**src/rtl/viterbi_link_ctrl.sv**
```systemverilog
// viterbi_link_ctrl: frame sequencer for the encoder -> channel -> Viterbi
// decoder link. One start pulse drives a PRBS frame plus flush tail into
// the encoder, optionally corrupts a window of channel symbols, and counts
// decoded-bit mismatches against a latency-aligned reference copy.
// Optional feature macro: VITERBI_LINK_ERR_INJ_EN (channel error injection).
module viterbi_link_ctrl #(
    parameter int unsigned FRAME_LEN = 256,
    parameter int unsigned DEC_LAT   = 24,
    parameter logic [15:0] LFSR_SEED = 16'hACE1
) (
    input  logic        clk,
    input  logic        rst,
    input  logic        start_i,
    input  logic [15:0] err_start_i,
    input  logic [7:0]  err_len_i,
    input  logic [1:0]  err_mode_i,
    output logic        enc_bit_o,
    output logic        enc_en_o,
    input  logic        enc_valid_i,
    output logic [1:0]  chan_err_o,
    input  logic        dec_bit_i,
    output logic        busy_o,
    output logic        done_o,
    output logic [15:0] flip_ct_o,
    output logic [15:0] err_ct_o,
    output logic        pass_o
);
    // An all-zero seed would lock the LFSR up
    localparam logic [15:0] SEED       = (LFSR_SEED == 16'h0000) ? 16'h0001 : LFSR_SEED;
    localparam logic [15:0] LAST_BIT   = 16'(FRAME_LEN - 1);
    localparam logic [15:0] LAST_FLUSH = 16'(DEC_LAT - 1);

    typedef enum logic [1:0] {IDLE, RUN, FLUSH, DONE} state_t;

    state_t              state, state_nxt;
    logic [15:0]         cnt;
    logic [15:0]         lfsr;
    logic [DEC_LAT-1:0]  ref_pipe;
    logic [DEC_LAT-1:0]  vld_pipe;
    logic [15:0]         err_ct, err_ct_nxt;
    logic [15:0]         flip_ct;
    logic                pass_q;
    logic                start_ok;
    logic                cmp_err;

    assign start_ok = (state == IDLE) && start_i;

    // State register
    always_ff @(posedge clk or negedge rst) begin
        if (!rst) state <= IDLE;
        else      state <= state_nxt;
    end

    // Next-state and sequencing outputs
    always_comb begin
        state_nxt = state;
        enc_en_o  = 1'b0;
        enc_bit_o = 1'b0;
        busy_o    = 1'b1;
        done_o    = 1'b0;
        unique case (state)
            IDLE: begin
                busy_o = 1'b0;
                if (start_i) state_nxt = RUN;
            end
            RUN: begin
                enc_en_o  = 1'b1;
                enc_bit_o = lfsr[0];
                if (cnt == LAST_BIT) state_nxt = FLUSH;
            end
            FLUSH: begin
                enc_en_o = 1'b1;
                if (cnt == LAST_FLUSH) state_nxt = DONE;
            end
            DONE: begin
                done_o    = 1'b1;
                state_nxt = IDLE;
            end
            default: state_nxt = IDLE;
        endcase
    end

    // Shared bit / flush counter; restarts at each phase boundary
    always_ff @(posedge clk or negedge rst) begin
        if (!rst)                                       cnt <= '0;
        else if (start_ok)                              cnt <= '0;
        else if (state == RUN && state_nxt == FLUSH)    cnt <= '0;
        else if (state == RUN || state == FLUSH)        cnt <= cnt + 16'd1;
    end

    // PRBS x^16+x^14+x^13+x^11+1, shifting toward bit 0
    always_ff @(posedge clk or negedge rst) begin
        if (!rst)               lfsr <= SEED;
        else if (start_ok)      lfsr <= SEED;
        else if (state == RUN)  lfsr <= {lfsr[0] ^ lfsr[2] ^ lfsr[3] ^ lfsr[5], lfsr[15:1]};
    end

    // Reference bit and tag pipes; only payload bits carry tag=1
    always_ff @(posedge clk or negedge rst) begin
        if (!rst) begin
            ref_pipe <= '0;
            vld_pipe <= '0;
        end else begin
            for (int i = DEC_LAT - 1; i > 0; i--) begin
                ref_pipe[i] <= ref_pipe[i-1];
                vld_pipe[i] <= vld_pipe[i-1];
            end
            ref_pipe[0] <= enc_bit_o;
            vld_pipe[0] <= (state == RUN);
        end
    end

    assign cmp_err    = vld_pipe[DEC_LAT-1] & (dec_bit_i ^ ref_pipe[DEC_LAT-1]);
    assign err_ct_nxt = (cmp_err && err_ct != 16'hFFFF) ? err_ct + 16'd1 : err_ct;

    // Mismatch counter and pass flag; pass is visible during the DONE cycle
    always_ff @(posedge clk or negedge rst) begin
        if (!rst) begin
            err_ct <= '0;
            pass_q <= 1'b0;
        end else if (start_ok) begin
            err_ct <= '0;
            pass_q <= 1'b0;
        end else begin
            err_ct <= err_ct_nxt;
            if (state == FLUSH && state_nxt == DONE) pass_q <= (err_ct_nxt == 16'h0000);
        end
    end

`ifdef VITERBI_LINK_ERR_INJ_EN
    localparam logic [16:0] LAST_SYM = 17'(FRAME_LEN + DEC_LAT - 1);

    logic [15:0] sym_ct;
    logic        sym_wrap;
    logic [15:0] err_start;
    logic [7:0]  err_len;
    logic [1:0]  err_mode;
    logic [16:0] win_end;
    logic        in_win;
    logic [1:0]  flips;
    logic [16:0] flip_sum;

    // Window bounds are 17-bit so start+len never wraps back into range
    assign win_end  = {1'b0, err_start} + {9'b0, err_len};
    assign in_win   = !sym_wrap
                   && ({1'b0, sym_ct} >= {1'b0, err_start})
                   && ({1'b0, sym_ct} <  win_end)
                   && ({1'b0, sym_ct} <= LAST_SYM);
    assign chan_err_o = (busy_o && enc_valid_i && in_win) ? err_mode : 2'b00;
    assign flips      = {1'b0, chan_err_o[1]} + {1'b0, chan_err_o[0]};
    assign flip_sum   = {1'b0, flip_ct} + {15'b0, flips};

    // Symbol counter, latched injection window and saturating flip count
    always_ff @(posedge clk or negedge rst) begin
        if (!rst) begin
            sym_ct    <= '0;
            sym_wrap  <= 1'b0;
            err_start <= '0;
            err_len   <= '0;
            err_mode  <= '0;
            flip_ct   <= '0;
        end else if (start_ok) begin
            sym_ct    <= '0;
            sym_wrap  <= 1'b0;
            err_start <= err_start_i;
            err_len   <= err_len_i;
            err_mode  <= err_mode_i;
            flip_ct   <= '0;
        end else begin
            if (busy_o && enc_valid_i) begin
                sym_ct <= sym_ct + 16'd1;
                if (sym_ct == 16'hFFFF) sym_wrap <= 1'b1;
            end
            flip_ct <= flip_sum[16] ? 16'hFFFF : flip_sum[15:0];
        end
    end
`else
    logic unused_inj;

    assign chan_err_o = 2'b00;
    assign flip_ct    = 16'h0000;
    assign unused_inj = ^{err_start_i, err_len_i, err_mode_i, enc_valid_i};
`endif

    assign flip_ct_o = flip_ct;
    assign err_ct_o  = err_ct;
    assign pass_o    = pass_q;

endmodule

```
**config.mk**
```make
export PLATFORM = sky130hd
export DESIGN_NAME = viterbi_link_ctrl
export DESIGN_NICKNAME = d
export VERILOG_FILES = /design/src/rtl/viterbi_link_ctrl.sv
export SDC_FILE = /design/constraint.sdc
export NUM_CORES = 1
export LEC_CHECK = 0
export BUFFER_PORTS_ARGS = -buffer_cell sky130_fd_sc_hd__buf_2
export CAP_MARGIN = 15
export CORE_ASPECT_RATIO = 0.9
export CORE_UTILIZATION = 56
export DETAILED_ROUTE_END_ITERATION = 8
export PLACE_DENSITY = 0.76
export SETUP_SLACK_MARGIN = 0.1
export SLEW_MARGIN = 20
export SYNTH_ARGS = -nofsm -noshare
export SYNTH_HDL_FRONTEND = slang
export SYNTH_SLANG_ARGS = --single-unit
```
**constraint.sdc**
```tcl
create_clock -name clk -period 3 [get_ports clk]
set_clock_uncertainty 0.15 [all_clocks]
set_input_delay 0.45 -clock clk [delete_from_list [all_inputs] [get_ports clk]]
set_output_delay 0.45 -clock clk [all_outputs]
set_load 0.01 [all_outputs]
```
==> results.yml <==
placed_design:
  io_buffers: 24
  place_inst: 472
  dp_hpwl_um: 4770
  globalplace.congestion: 0.803
sta:
  setup_viol_count_final: 0
  finalHoldViolCount: 0
  slew_viol_final: 0
  rsz0062_at_grt: "no"
  max_freq_mhz: 360
  worst_slew_pin_slew_ps: 580
  finalCriticalPeriod_ps: 2780
  min_period_over_period: 0.926
  setup_tns_ps: 0
  slew_headroom: 0.614
detailed_routing:
  vias: 2690
  viasPerCell: 5.50
  wl_per_cell_um: 14.8
  drtIter0Drc: 193
  ant_nets: 0
  drt-total-wl_um: 7230
  firstDrtPassIters: 4
  remaining_drc_errors: 0
worst_setup_path:
  worst_setup_path_start_kind: "flop"
  critPathKind: "reg2reg"
  cp_max_fo: 8
  required_ps: 3140
  critPathCaptureType: "flop"
  cp_data_arrival_time_ps: 2910
flow_run:
  max_cap_violations: 0
yosys:
  synth_edf_count: 0
  yosys-top-cells-count: "91 x dfrtp_1, 37 x nor2_1, 29 x nand2_1"
  async_flop_share: 1.00
  avgSynthCellArea_um2: 11.7
  synth-seq-cells: 99
  synthTopCellsByArea: "dfrtp_1 53%, mux2i_1 5.1%, dfstp_2 4.9%, xnor2_1 3.9%, nor2_1 3.2%"
  syn_area_um2: 4300
  netlist_instances: 366
  yosysTopAreaCellShare: 0.530
  yosysUniqueCellTypes: 49
  ys_warn_count: 0
  ys.flop_type: "dfrtp_1"
  yosysMostFrequentCell: "dfrtp_1"
  yosys.area.top_type: "dfrtp_1"
  synth-seq-area-share: 0.578
cells_and_area:
  area_growth_pct: 8.52
  antenna_cells: 0
  fin_cells: 489
  layout-drive-gt1-share: 0.177
  nNetsFinal: 429
clocking:
  clkLatencyLatePin_ps: 370
  post-cts-setup-buffers: 0
  h-tree-depth: 3
  clock_sinks: 99
  numCtsBuffers: 9
  cts_root_buf: "clkbuf_8"
  cts_buffer_depth: 2
  clk_pin_slew_worst_paths_ps: 110
  cts_tree: "yes"
outcome:
  status: "finished, final reports clean"
global_routing:
  grt-ovfl-total: 0
  grt_pass1_vias: 2603
  grt_pass1_wl_um: 12100
  grt_max_degree: 47
  antenna_found_initial: 0
  grt_usage: 0.199
pwr:
  total_leakage_power_uw: 0.00209
  vdd_drop_max_uv: 422
  power_density_nw_per_um2: 574
floorplanning:
  coreArea_um2: 7220
  ioPinCount: 70
  start_util: 0.596
  rows: 29
  dieArea_um2: 8030
  dieWidth_um: 94.4
  die_height_um: 85.1
min_path:
  min_path_type: "reg2reg"
## per-stage QoR
| step | area (µm²) | hold WS, ps | power (µW) | utilization | setup WS [ps] |
|---|---|---|---|---|---|
| detailed placement | 4440 | 185 | 1800 | 0.615 | 157 |
| floorplan | 4360 | 4.41 | 1710 | - | 391 |
| finish | 4670 | 203 | 2680 | 0.646 | 223 |
| global route | 4670 | 212 | 2810 | 0.646 | 118 |
| CTS | 4660 | 208 | 2710 | 0.646 | 134 |
| global placement | 4440 | 183 | 1790 | 0.615 | 193 |
## report_power, final
part | internal, µW | total, µW | switching [µW]
Sequential | 1370 | 1460 | 83.7
Clock | 410 | 897 | 487
Combinational | 140 | 326 | 186
## final cells by class
| type | instances | area, µm² |
|---|---|---|
| Fill cell | 605 | 2550 |
| Tap cell | 93 | 116 |
| Clock buffer | 9 | 124 |
| Clock inverter | 7 | 90.1 |
| Inverter | 6 | 22.5 |
| Timing Repair Buffer | 31 | 178 |
| Sequential cell | 99 | 2490 |
| Multi-Input combinational cell | 244 | 1650 |
## cell families (layout without fill, tap and decap cells)
logic type,Yosys count,in the layout,share of synthesized area
compound gates,36,36,0.0687
xor+xnor,33,33,0.0672
fa+ha+maj,7,7,0.0204
buf+inv,40,53,0.0541
flops,99,99,0.578
mux,22,22,0.0512
other cells,1,18,0.000872
simple gates,128,128,0.159
## repair_timing
item	4_1_cts	5_1_grt
hold buffers	1	0
setup endpoints to repair	0	16
endpoints found under the hold margin	36	0
resized for setup	0	3
## critical path: stages, from the launching register on
cell and delay, ps:
dfrtp_1 450, ha_2 280, nand4_4 190, nor4_4 560, nor4b_2 140, mux2i_1 160
or4b_1 550, o31ai_2 220
## layout by cell type (no fill, tap or decap), types with 2 or more instances in the layout
cell and count:
nor3_1 6, inv_1 6, dfstp_2 8, or3_1 3, o31ai_1 2, o21a_1 2, buf_2 23, xor2_1 14
conb_1 18, and3_1 4, o31a_1 2, or4_1 3, and2_1 5, dfrtp_1 90, xnor2_1 19, clkbuf_8 9
a211oi_2 4, buf_4 7, o21ai_0 7, nand3b_1 2, inv_8 3, mux2i_1 22, nor2_1 37, inv_6 2
a211oi_1 11, nand3_1 16, ha_1 6, a21oi_1 2, nand2_1 29, and4_1 2, nor4_1 5, nand4_1 5
## registers in the layout, indices dropped and copies added, names as in the netlist
name,count
cnt,16
pass_o,1
err_ct_o,16
vld_pipe,24
state,2
ref_pipe,24
lfsr,16
## worst paths after layout
kind / startpoint / endpoint / slack (ps) / cells after the start
worst max-delay path: err_ct_o[1] / pass_o / 220 / 7
worst min-delay path: vld_pipe[16] / vld_pipe[17] / 200 / 0
worst max register to register: err_ct_o[1] / pass_o / 220 / 7
worst min register to register: vld_pipe[16] / vld_pipe[17] / 200 / 0
max in group asynchronous: rst / vld_pipe[15] / 1480 / 3
min in group asynchronous: rst / ref_pipe[22] / 480 / 2
## metal layers
layer  wire, µm  global-route usage  vias up
li1           -                   -     1277
met1       3390               0.266     1329
met2       3380               0.310       71
met3        337              0.0538       13
met4        119              0.0811        0
met5          0                   0        -
Note: power is estimated with default switching activity, not from simulation.
